`src/rtl/irq_controller.sv`:
```
// Fixed-priority interrupt controller: rising-edge capture on up to 16 sources,
// masking, a registered CPU request, ID latch on ack and end-of-interrupt handshake.
module irq_controller #(
  parameter int N_SRC      = 16,
  parameter int DATA_WIDTH = 32
) (
  input  logic                  clk,
  input  logic                  rst,
  input  logic                  ce,
  input  logic                  rw,
  input  logic [3:0]            address,
  input  logic [DATA_WIDTH-1:0] data_in,
  output logic [DATA_WIDTH-1:0] data_out,
  input  logic [N_SRC-1:0]      irq_src,
  output logic                  intr,
  input  logic                  ack
);

  localparam logic [3:0] ADDR_MASK    = 4'h0;
  localparam logic [3:0] ADDR_PENDING = 4'h1;
  localparam logic [3:0] ADDR_ID      = 4'h2;
  localparam logic [3:0] ADDR_EOI     = 4'h3;

  typedef enum logic [1:0] {
    IDLE    = 2'd0,
    REQUEST = 2'd1,
    SERVICE = 2'd2
  } state_t;

  // Lowest set index wins; index 0 has the highest priority.
  function automatic logic [3:0] prio_enc(input logic [N_SRC-1:0] v);
    logic [3:0] idx;
    idx = 4'd0;
    for (int i = N_SRC - 1; i >= 0; i--) begin
      if (v[i]) begin
        idx = 4'(i);
      end else begin
        idx = idx;
      end
    end
    return idx;
  endfunction

  function automatic logic [N_SRC-1:0] one_hot(input logic [3:0] idx);
    logic [N_SRC-1:0] oh;
    for (int i = 0; i < N_SRC; i++) begin
      oh[i] = (4'(i) == idx);
    end
    return oh;
  endfunction

  state_t           state_q, state_d;
  logic             intr_q, intr_d;
  logic [N_SRC-1:0] mask_q, mask_d;
  logic [N_SRC-1:0] pending_q, pending_d;
  logic [N_SRC-1:0] src_q, src_d;
  logic             armed_q, armed_d;
  logic             id_valid_q, id_valid_d;
  logic [3:0]       id_idx_q, id_idx_d;

  logic             wr_en_s;
  logic             eoi_wr_s;
  logic [N_SRC-1:0] set_s;
  logic [N_SRC-1:0] w1c_s;
  logic [N_SRC-1:0] ack_clr_s;
  logic [N_SRC-1:0] req_s;
  logic [3:0]       winner_s;

  assign intr = intr_q;

  // Register writes, edge capture and pending-bit update.
  always_comb begin
    wr_en_s  = ce && rw;
    eoi_wr_s = wr_en_s && (address == ADDR_EOI);
    src_d    = irq_src;
    armed_d  = 1'b1;
    req_s    = pending_q & mask_q;
    winner_s = prio_enc(req_s);

    // The first edge after reset only loads src_q, so a line held high
    // through reset is not mistaken for a fresh rising edge.
    if (armed_q) begin
      set_s = irq_src & ~src_q;
    end else begin
      set_s = {N_SRC{1'b0}};
    end

    if (wr_en_s && (address == ADDR_MASK)) begin
      mask_d = data_in[N_SRC-1:0];
    end else begin
      mask_d = mask_q;
    end

    if (wr_en_s && (address == ADDR_PENDING)) begin
      w1c_s = data_in[N_SRC-1:0];
    end else begin
      w1c_s = {N_SRC{1'b0}};
    end

    if ((state_q == REQUEST) && ack && (req_s != {N_SRC{1'b0}})) begin
      ack_clr_s = one_hot(winner_s);
    end else begin
      ack_clr_s = {N_SRC{1'b0}};
    end

    pending_d = (pending_q & ~(w1c_s | ack_clr_s)) | set_s;
  end

  // Request/acknowledge/EOI sequencing.
  always_comb begin
    state_d    = state_q;
    intr_d     = intr_q;
    id_valid_d = id_valid_q;
    id_idx_d   = id_idx_q;
    case (state_q)
      IDLE: begin
        if (req_s != {N_SRC{1'b0}}) begin
          state_d = REQUEST;
          intr_d  = 1'b1;
        end else begin
          intr_d  = 1'b0;
        end
      end
      REQUEST: begin
        if (ack && (req_s != {N_SRC{1'b0}})) begin
          state_d    = SERVICE;
          intr_d     = 1'b0;
          id_valid_d = 1'b1;
          id_idx_d   = winner_s;
        end else if (ack) begin
          state_d    = IDLE;
          intr_d     = 1'b0;
          id_valid_d = 1'b0;
          id_idx_d   = 4'd0;
        end else if (req_s == {N_SRC{1'b0}}) begin
          state_d = IDLE;
          intr_d  = 1'b0;
        end else begin
          intr_d  = 1'b1;
        end
      end
      SERVICE: begin
        intr_d = 1'b0;
        if (eoi_wr_s) begin
          state_d    = IDLE;
          id_valid_d = 1'b0;
        end else begin
          state_d = SERVICE;
        end
      end
      default: begin
        state_d = IDLE;
        intr_d  = 1'b0;
      end
    endcase
  end

  // State registers.
  always_ff @(posedge clk or negedge rst) begin
    if (!rst) begin
      state_q    <= IDLE;
      intr_q     <= 1'b0;
      mask_q     <= {N_SRC{1'b0}};
      pending_q  <= {N_SRC{1'b0}};
      src_q      <= {N_SRC{1'b0}};
      armed_q    <= 1'b0;
      id_valid_q <= 1'b0;
      id_idx_q   <= 4'd0;
    end else begin
      state_q    <= state_d;
      intr_q     <= intr_d;
      mask_q     <= mask_d;
      pending_q  <= pending_d;
      src_q      <= src_d;
      armed_q    <= armed_d;
      id_valid_q <= id_valid_d;
      id_idx_q   <= id_idx_d;
    end
  end

  // Combinational read mux; anything not selected reads zero.
  always_comb begin
    data_out = {DATA_WIDTH{1'b0}};
    if (ce && !rw) begin
      case (address)
        ADDR_MASK:    data_out[N_SRC-1:0] = mask_q;
        ADDR_PENDING: data_out[N_SRC-1:0] = pending_q;
        ADDR_ID: begin
          data_out[DATA_WIDTH-1] = id_valid_q;
          data_out[3:0]          = id_idx_q;
        end
        default:      data_out = {DATA_WIDTH{1'b0}};
      endcase
    end else begin
      data_out = {DATA_WIDTH{1'b0}};
    end
  end

endmodule
```
`config.mk`:
```
export PLATFORM = sky130hd
export DESIGN_NAME = irq_controller
export DESIGN_NICKNAME = d
export VERILOG_FILES = /design/src/rtl/irq_controller.sv
export SDC_FILE = /design/constraint.sdc
export NUM_CORES = 1
export LEC_CHECK = 0
export ABC_CLOCK_PERIOD_IN_PS = 2000
export BUFFER_PORTS_ARGS = -buffer_cell sky130_fd_sc_hd__buf_2
export CORE_MARGIN = 5
export CORE_UTILIZATION = 45
export DETAILED_ROUTE_END_ITERATION = 7
export PLACE_DENSITY = 0.71
export SLEW_MARGIN = 10
export SYNTH_ARGS = -nofsm -noshare
export SYNTH_HDL_FRONTEND = slang
export SYNTH_SLANG_ARGS = --single-unit
```
`constraint.sdc`:
```
create_clock -name clk -period 2 [get_ports clk]
set_input_delay 0.5 -clock clk [delete_from_list [all_inputs] [get_ports clk]]
set_output_delay 0.5 -clock clk [all_outputs]
set_load 0.005 [all_outputs]
```
# Word level (Yosys, flattened, before mapping)
# Index checks and enable logic that the tools add are counted.
# totals
word_cells,98
latch_bits,0
inputBits,57
mem_count,0
mem_bits_ro,0
mem_bits_rw,0
ff_bits,57
# op_classes
n_bitwise,7
n_eq_ne,24
addsub,0
div_mod_pow,0
reduce_logical,19
magnitude_cmp,0
multipliers,0
mux,40
n_shift,0
# ops
op,n
$mux W4,18
$and A16 B16 Y16,3
$mux W16,3
$eq A4 B4 Y1 const A,8
$mux W32,1
$not A16 Y16,2
$or A16 B16 Y16,2
$pmux W12 S2,1
$eq A3 B4 Y1 const A,4
$logic_not A16 Y1,1
$reduce_bool A16 Y1,1
$pmux W4 S3,1
$mux W2,5
$eq A2 B4 Y1 const A,2
$eq A4 B2 Y1 const B,2
$logic_and A1 B1 Y1,8
$logic_not A4 Y1,2
$mux W1,8
$pmux W2 S3,1
$eq A1 B4 Y1 const A,1
$eq A4 B1 Y1 const B,1
$ne A2 B2 Y1 const B,2
$ne A4 B2 Y1 const B,1
$pmux W1 S2,2
8 further kinds,10

# Depth between registers and ports, before layout
# Gate-level depths: netlist of the first run.
# logic_depth
word_depth,23
mapped_depth,8

# Worst setup path after synthesis of the first run
# OpenSTA, ideal clock, no wires.
# synth_path
path_kind,input-to-output
start,input address[1]
end,output data_out[10]
arrival_ns,1.471
cell_stages,5
path_buffers,2
slack_ns,0.029
cell_sequence,buf_2 -> nor4_2 -> clkbuf_1 -> a22oi_1 -> nor2_1
# synth_between
elab_chain_cells,3
# synth_lines
element,line,text
start: declaration,11,"input logic [3:0] address,"
$eq A4 B1 Y1 / $logic_not A4 Y1 (equally long branches),185,case (address)
$pmux W12 S2 (*),185,
$mux W32 (*),184,if (ce && !rw) begin
end: declaration,13,"output logic [DATA_WIDTH-1:0] data_out,"
# Every way passes the cells marked *; elsewhere a longest branch is shown, timed or not.

# Final worst setup path of the first run
# layout_path
start,input address[2]
end,output data_out[4]
# The elaborated chain is that of the path after synthesis.

==> run metrics, run 1 <==
outcome=complete, but fails checks; failing checks=negative setup slack; switching power=1.39 mW; fmax=484 MHz; Pre-antenna DRT Iters=5; vias=between 2000 and 3000; register area share after synthesis=0.469; worst skew pair latency=340 ps; fin. max-slew vios=0; skew final=between 10 and 15 ps; r2r setup slk=110 ps; Crit path max-delay family=buffers and inverters; die height=92.2 µm; GRT Util Overall=0.197; Die W=92.2 µm; DR iter-0 viols=roughly 250; Hold Vio Cnt, Final=0; initial antenna violation count=0; logic gate share of total power=0.326; VDD IR max=0.000724 V; final hold slack=145 ps; kind of critical path=input pin to output port; Sequential Area=0.00143 mm²; clk root buf=clkbuf_8; sequential power share=0.426; final setup fails=6; dpl cell area=0.00354 mm²; DRC Markers=0; Syn Inst Count=309; compound-gate portion of the synthesized area=0.176; first-pass GRT wire length=13000 µm; CP peak stage delay=250 ps; data required time of the worst path=1500 ps; number of global-route vias before repair=2680; largest cells by area after synthesis=dfrtp_1 (47%), nand2_1 (6.4%), mux2_2 (5.9%), buf_4 (4.4%), a22oi_1 (4.0%); Max transition margin=0.582; Switching Share=0.360; Boundary Pins=90; worst reg2reg path startpoint=pending_q[5]; worst path cell trace=buf_8 > nor4b_4 > buf_4 > buf_12 > a22oi_2 > nor2_1 > buf_2; worst path buffer plus inverter count=4; largest family of logic cells by synthesized area=simple AND/OR/NAND/NOR gates; antenna viol nets, final=0; yosys warns=0; GR Overflow Total=0; Clock Tree Buf Depth=2; simple-gate share of the synthesized area=0.215; depth of the CTS H-tree=3; TritonCTS clock tree=built; min Tclk post-route=2060 ps; clock slew at reported path FFs=60 ps; Yosys top cell area share=0.469; Final HPWL DP=5840 µm; EDFF count, synth=0; layout overhead on the synthesized area=26.8%; Std-Cell Rows=30; starting density of the core=0.455; crit path max fanout=7; Pleak=1.81 nW; critical path's slowest cell=nor4b_4; via/cell ratio=5.57; synthesized cell area=0.00304 mm²; Reg-to-Reg End=pending_q[8]; PortBufs=between 50 and 60; Fill cells=594; Int Pwr=2.47 mW; crit path capture type=output port; Seq cells post-synth=57; pin count of the biggest net entering global routing=58; adder-cell share of the synthesized area=0; Antenna Cells=0; core footprint=around 0.0067 mm²; Post-Synth XOR/XNOR Area=0; Top FF cell, synth=dfrtp_1; post-synthesis mux area share=0.0724; Unique masters post-synth=45; Reg2Reg Depth=6; Clock Power Share=0.248; crit path setup slack, layout=-64.4 ps; Cell Pwr Density=between 1000 and 1500 mW/mm²; nets=454; Slew @ Worst Pin=~630 ps; Sink Count=57; Post-synth ARST share=1.00; DR WL/cell=17.2 µm; CP Data Arrival Time=around 1600 ps; area leader, netlist=dfrtp_1; Power Total=3.86 mW; period utilization=1.03; Post-Route WL=8310 µm; setup TNS=-136 ps; die footprint=0.00850 mm²; layout cells sized above 1=0.341; RSZ-0062 raised after global routing=yes; GPL Wtd Cong=0.880; Critical Path Source Type=input pin; pre-CTS setup slack=-39.0 ps; max-cap violations=0; HP Class=input pin to asynchronous set/reset pin; Mapped Avg Cell Area=around 9.8 µm²; Num CTS Buffers=9; Final Cell Area=0.00386 mm²; Multi-input gate area=between 0.0015 and 0.002 mm²
==> what timing repair did <==
action / CTS / global route
cloned: 0 / 2
hold buffers: 0 / 0
endpoints found under the setup margin: 1 / 18
pin swaps: 0 / 14
gates resized for setup: 1 / 24
buffers inserted: 0 / 3
==> kinds of logic (layout without fill, tap and decap cells) <==
| family | after synthesis | after routing |
|---|---|---|
| buffers and inverters | 32 | 111 |
| flip-flops | 57 | 57 |
| multiplexers | 20 | 20 |
| AO/OA/AOI/OAI | 71 | 71 |
| AND/OR/NAND/NOR | 127 | 127 |
| other | 2 | 16 |
==> worst reg2reg max path, cell delays in order (launching register included) <==
cell      delay (ps)
dfrtp_1          460
a22oi_1          300
a221o_2          290
nand2_1          110
a211oi_2         330
buf_4            180
o21ai_0           90
==> layer usage <==
metal	routed length [µm]	up-vias	track usage
met2	4150	113	0.321
met3	579	12	0.0525
met5	0	-	0
met1	3400	1301	0.253
li1	-	1257	-
met4	182	0	0.0693
==> cells in the mapped netlist (all sizes together), types with 3 or more instances <==
library cell and number:
a21boi 6, a21oi 11, a22oi 20, a32oi 7, and2 5, and3 6, buf 21, clkbuf 4
dfrtp 57, inv 7, mux2 16, mux2i 4, nand2 52, nand3 11, nand3b 9, nor2 25
nor3 4, nor4 3, o21ai 13
==> cell type report <==
type	instances	area share
inverters	7	0.00681
clock inverters	3	0.00389
repair buffers	88	0.156
clock buffers	13	0.0412
well taps	80	0.0260
flip-flops and latches	57	0.370
multi-input cells	234	0.396
==> per-stage QoR <==
step                      utilization  std cells
after floorplan                     -        323
after global placement          0.529        461
after detailed placement        0.529        461
after CTS                       0.556        477
after global routing            0.577        482
final                           0.577        482
==> registers in the layout, indices dropped and copies added (netlist names) <==
signal / cells
mask_q: 16
pending_q: 16
src_q: 16
id_idx_q: 4
state_q: 2
armed_q: 1
id_valid_q: 1
intr: 1
==> how the worst max path moves through the flow <==
stage / cells past startpoint / slack (ps) / to / start
3_3_place_gp: 8 / -10 / pending_q[13] / address[3]
4_1_cts: 6 / 0.09 / data_out[4] / address[3]
2_1_floorplan: 5 / 30 / data_out[10] / address[1]
6_report: 7 / -60 / data_out[4] / address[2]
3_5_place_dp: 8 / -40 / pending_q[5] / address[3]
5_1_grt: 7 / -70 / data_out[14] / address[2]
==> power groups by stage <==
stage / clock (mW) / sequential [mW] / combinational, mW
2_1_floorplan: 0 / 1.59 / 0.767
3_3_place_gp: 0 / 1.64 / 1.15
3_5_place_dp: 0 / 1.65 / 1.18
4_1_cts: 0.966 / 1.63 / 1.19
5_1_grt: 1.04 / 1.67 / 1.39
6_report: 0.956 / 1.64 / 1.26
==> placed cells by master, fill, tap and decap left out, types with 7 or more instances in the layout <==
cell type and n:
nand3b_1 9, inv_1 7, conb_1 16, a22oi_2 7
dfrtp_1 57, a21oi_1 11, a22oi_1 10, o21ai_0 9
a32oi_1 7, clkbuf_8 11, nor2_1 25, nand3_1 11
buf_2 55, buf_4 25, nand2_1 52, mux2_2 16
Note: power is estimated with default switching activity, not from simulation.
==> run 2: changes to the inputs <==
ABC_CLOCK_PERIOD_IN_PS = 2300   (was 2000)
CTS_CLUSTER_SIZE = 10   (was unset)
clock period = 2.3 ns   (was 2 ns; I/O delays follow)
==> run 2 against run 1 <==
  * The flow now finishes without violations
  * Critical path depth decreased by 1
  * Worst setup slack improved by 190 ps
  * Core utilization decreased by 3.3 points
  * Combinational power decreased by 27%
  * Sequential cell count unchanged
  * Final cell count decreased by 3.9%
  * Clock power decreased by 4.7%
  * Hold slack improved by 110 ps
  * Die area unchanged
  * Count of clock-buffer cells in the layout unchanged
  * Largest cell class unchanged
==> run metrics, run 2 (same netlist as run 1, synthesis figures left out) <==
final setup fails=0 (-6); min Tclk post-route=2170 ps; first-pass GRT wire length=12600 µm (-2.7%); skew final=8.64 ps (-2.73 ps); Slew @ Worst Pin=629 ps (+2.20 ps); Power Total=3.27 mW (-15%); r2r setup slk=210 ps (+100 ps); RSZ-0062 raised after global routing=no; Pleak=1.69 nW (-6.5%); DR iter-0 viols=141 (-44%); Reg2Reg Depth=5 (-1); Sequential Area=0.00143 mm² (unchanged); initial antenna violation count=0 (unchanged); Setup Buffers After CTS=0 (unchanged); DR WL/cell=16.9 µm (-2.0%); Pre-antenna DRT Iters=5 (unchanged); Die W=92.2 µm (unchanged); crit path max fanout=13 (+6); Boundary Pins=90 (unchanged); Multi-input gate area=0.00147 mm² (-3.9%); layout overhead on the synthesized area=19.5%; Sink Count=57 (unchanged); depth of the CTS H-tree=3 (unchanged); worst skew pair latency=340 ps (about the same); antenna viol nets, final=0 (unchanged); DRC Markers=0 (unchanged); CP peak stage delay=270 ps (+20 ps); HP Class=input pin to asynchronous set/reset pin; placed cell count=447 (-3.0%); max-cap violations=0 (unchanged); final hold slack=252 ps (+107 ps); registers with the most flip-flops=mask_q (16), pending_q (16), src_q (16); most frequent cells in the layout=buf_2 (58), dfrtp_1 (57), nand2_1 (52); Core Util, Final=0.544 (-0.0333); TritonCTS clock tree=built; Hold Vio Cnt, Final=0 (unchanged); kind of critical path=input pin to output port; GPL Wtd Cong=0.857 (-2.6%); dpl cell area=0.00344 mm² (-2.6%); cell count along the critical path=6 (-1); Critical Path Source=address[3]; commonest non-fill, non-tap cell in the layout=buf_2; die footprint=0.00850 mm² (unchanged); pin count of the biggest net entering global routing=32 (-45%); outcome=finished clean; worst path cell trace=buf_2 > nor4_2 > buf_4 > a22oi_1 > nor2_1 > buf_2; Post-Route WL=7830 µm (-5.8%); worst path buffer plus inverter count=3 (-1); worst reg2reg path startpoint=pending_q[5]; VDD IR max=0.000540 V (-25%); Cell Pwr Density=899 mW/mm² (-10%); crit path capture type=output port; data required time of the worst path=1730 ps (+230 ps); Post-CTS Resized=0 (-1); via/cell ratio=5.53 (-0.71%); Fill cells=634 (+6.7%); Std-Cell Rows=30 (unchanged); Final HPWL DP=5780 µm (-1.0%); crit path setup slack, layout=128 ps (+193 ps); most used cell, CP=buf_2; clock slew at reported path FFs=60 ps (about the same); starting density of the core=0.455 (unchanged); die height=92.2 µm (unchanged); setup TNS=0 ps (+136 ps); Reg-to-Reg End=pending_q[8]; Clock Tree Buf Depth=2 (unchanged); fin cells=463 (-3.9%); Num CTS Buffers=9 (unchanged); critical path's slowest cell=nor4_2; vias=2559 (-4.6%); period utilization=0.944; CP Data Arrival Time=1600 ps (+40 ps); core footprint=0.00668 mm² (unchanged); hold-fix buffers at CTS=0 (unchanged); pre-CTS setup slack=130 ps (+169 ps); Max transition margin=0.581 (-0.00146); Critical Path Source Type=input pin; Crit path max-delay family=buffers and inverters; clk root buf=clkbuf_8; nets=435 (-4.2%); GRT Util Overall=0.193 (-0.00432); fin. max-slew vios=0 (unchanged); Final Cell Area=0.00363 mm² (-5.8%); number of global-route vias before repair=2533 (-5.5%); fmax=461 MHz; GR Overflow Total=0 (unchanged); layout cells sized above 1=0.282 (-0.0588); Antenna Cells=0 (unchanged); PortBufs=58 (unchanged)
==> run 2: worst max path at each step <==
stage	to	slack [ps]
after floorplan	data_out[10]	180
after global placement	data_out[4]	150
after detailed placement	pending_q[8]	130
after CTS	data_out[4]	130
after global routing	pending_q[8]	80
final	data_out[9]	130
==> run 2: where the power goes <==
group | internal [mW] | switching (mW)
registers | 1.20 | 0.225
logic | 0.400 | 0.526
clock network | 0.527 | 0.384
total | 2.13 | 1.14
==> run 2: layout make-up <==
class	instances	area share
clock buffer	13	0.0410
inverter	7	0.00723
tap	80	0.0275
multi-input combinational	234	0.404
clock inverter	3	0.0110
timing repair buffer	69	0.116
sequential	57	0.393
==> run 2: metal layers <==
layer | wire length (µm) | track usage
met1 | 3340 | 0.242
met2 | 3910 | 0.326
met3 | 515 | 0.0320
met4 | 63 | 0.0854
met5 | 0 | 0
==> run 2: worst reg2reg max path, cell delays in order, from the launching register on <==
cell,delay [ps]
dfrtp_1,450
a22oi_1,320
a221o_2,260
nand2_1,140
a211oi_1,560
o21ai_0,210
==> run 3: changes to the inputs <==
CORE_MARGIN = unset   (was 5)
CTS_CLUSTER_DIAMETER = 200   (was unset)
REMOVE_ABC_BUFFERS = 1   (was unset)
==> run 3 against run 2 <==
  * The flow now finishes with violations (design-rule violations)
  * Design area increased by 0.79%
  * Global-route usage grew 3.4 points
  * Wire length fell by 4.4%
  * Register-to-register slack lost 30 ps
  * Final cell count down 0.43%
  * Non-clock buffer count up 1
  * Clock power increased by 14%
  * Clock skew decreased by 4.1 ps
==> run metrics, run 3 (same netlist as run 1, synthesis figures left out) <==
worst path cell trace=buf_2 > nor4_2 > buf_4 > a22oi_1 > nor2_1 > buf_2; initial antenna violation count=0 (unchanged); pre-CTS setup slack=152 ps (+22.4 ps); DR iter-0 viols=144 (+2.1%); Slew @ Worst Pin=642 ps (+12.4 ps); Reg2Reg Depth=5 (unchanged); starting density of the core=0.473 (+0.0184); die footprint=0.00709 mm² (-17%); Boundary Pins=90 (unchanged); worst reg2reg path startpoint=pending_q[5]; depth of the CTS H-tree=3 (unchanged); layout cells sized above 1=0.289 (+0.00708); outcome=complete, but fails checks; Final HPWL DP=5390 µm (-6.8%); RSZ-0062 raised after global routing=no; via/cell ratio=5.49 (-0.67%); first-pass GRT wire length=12400 µm (-2.3%); Post-CTS Resized=0 (unchanged); Std-Cell Rows=29 (-3.3%); Clock Tree Buf Depth=2 (unchanged); vias=2531 (-1.1%); failing checks=design-rule violations; Cell Pwr Density=928 mW/mm² (+3.3%); GR Overflow Total=0 (unchanged); Reg-to-Reg End=pending_q[8]; Sink Count=57 (unchanged); Antenna Cells=0 (unchanged); skew final=4.50 ps (-4.14 ps); registers with the most flip-flops=mask_q (16), pending_q (16), src_q (16); Setup Buffers After CTS=0 (unchanged); most used cell, CP=buf_2; Post-Route WL=7480 µm (-4.4%); core footprint=0.00642 mm² (-3.9%); clk root buf=clkbuf_8; period utilization=0.933 (-0.0116); most frequent cells in the layout=buf_2 (58), dfrtp_1 (57), nand2_1 (52); Max transition margin=0.570 (-0.0108); kind of critical path=input pin to output port; VDD IR max=0.000510 V (-5.7%); Power Total=3.40 mW (+4.1%); Die W=84.2 µm (-8.7%); critical path's slowest cell=nor4_2; setup TNS=0 ps (unchanged); clock slew at reported path FFs=60 ps (about the same); DRC Markers=12 (+12); pin count of the biggest net entering global routing=26 (-19%); CP peak stage delay=270 ps (about the same); TritonCTS clock tree=built; hold-fix buffers at CTS=0 (unchanged); number of global-route vias before repair=2394 (-5.5%); layout overhead on the synthesized area=20.5%; PortBufs=58 (unchanged); r2r setup slk=180 ps (-30 ps); final setup fails=0 (unchanged); Num CTS Buffers=9 (unchanged); Pleak=1.71 nW (+1.1%); max-cap violations=0 (unchanged); crit path setup slack, layout=155 ps (+26.7 ps); Critical Path Source Type=input pin; worst skew pair latency=340 ps (about the same); crit path capture type=output port; GRT Util Overall=0.227 (+0.0343); antenna viol nets, final=0 (unchanged); commonest non-fill, non-tap cell in the layout=buf_2; min Tclk post-route=2140 ps (-26.7 ps); die height=84.2 µm (-8.7%); data required time of the worst path=1730 ps (about the same); fmax=466 MHz (+1.2%); Pre-antenna DRT Iters=7 (+2); GPL Wtd Cong=0.863 (+0.70%); Hold Vio Cnt, Final=0 (unchanged); nets=436 (+0.23%); fin. max-slew vios=0 (unchanged); HP Class=input pin to asynchronous set/reset pin; CP Data Arrival Time=1570 ps (-30 ps); DR WL/cell=16.2 µm (-4.0%); crit path max fanout=13 (unchanged)
==> run 3: cell count changes in the layout (fill, tap and decap cells not counted), sizes merged <==
cell	delta
clkbuf	+2
clkinv	-2
buf	+1
==> run 3: stage by stage <==
stage | cells | cell area, µm² | hold slack, ps | util
final | 461 | 3660 | 222 | 0.570
after global routing | 461 | 3660 | 247 | 0.570
after CTS | 461 | 3660 | 236 | 0.570
after detailed placement | 445 | 3440 | 473 | 0.535
after global placement | 445 | 3440 | 470 | 0.535
after floorplan | 298 | 2920 | 279 | -
==> run 3: critical path: cells and delay by family <==
family	cells	cell delay [ps]
AND/OR/NAND/NOR	2	390
AO/OA/AOI/OAI	1	90
buffers and inverters	3	510
==> run 3: final cells by class <==
type	count	area (µm²)
clock inverter	1	30.0
inverter	7	26.3
timing repair buffer	70	418
sequential	57	1430
fill	579	2760
clock buffer	15	196
tap	77	96.3
multi-input combinational	234	1470
==> run 3: worst max path at each step <==
stage                             from            to  depth (start not counted)
after CTS                   address[3]  data_out[14]                          6
after global routing      pending_q[5]  pending_q[8]                          5
after global placement      address[3]   data_out[8]                          6
final                       address[3]   data_out[4]                          6
after detailed placement    address[3]  data_out[14]                          6
after floorplan             address[3]     mask_q[0]                          3
==> run 3: where the power goes <==
group / switching, mW / internal, mW / total, mW / leakage, nW
Clock: 0.391 / 0.649 / 1.04 / 0.116
Sequential: 0.230 / 1.20 / 1.43 / 0.651
Combinational: 0.528 / 0.399 / 0.927 / 0.947
Total: 1.15 / 2.25 / 3.40 / 1.71
==> run 3: metal layers <==
layer | routed length, µm | vias up | track usage
met5 | 0 | - | 0
met4 | 84 | 0 | 0.0721
met3 | 484 | 10 | 0.0629
met2 | 3460 | 90 | 0.349
met1 | 3450 | 1209 | 0.313
li1 | - | 1222 | -
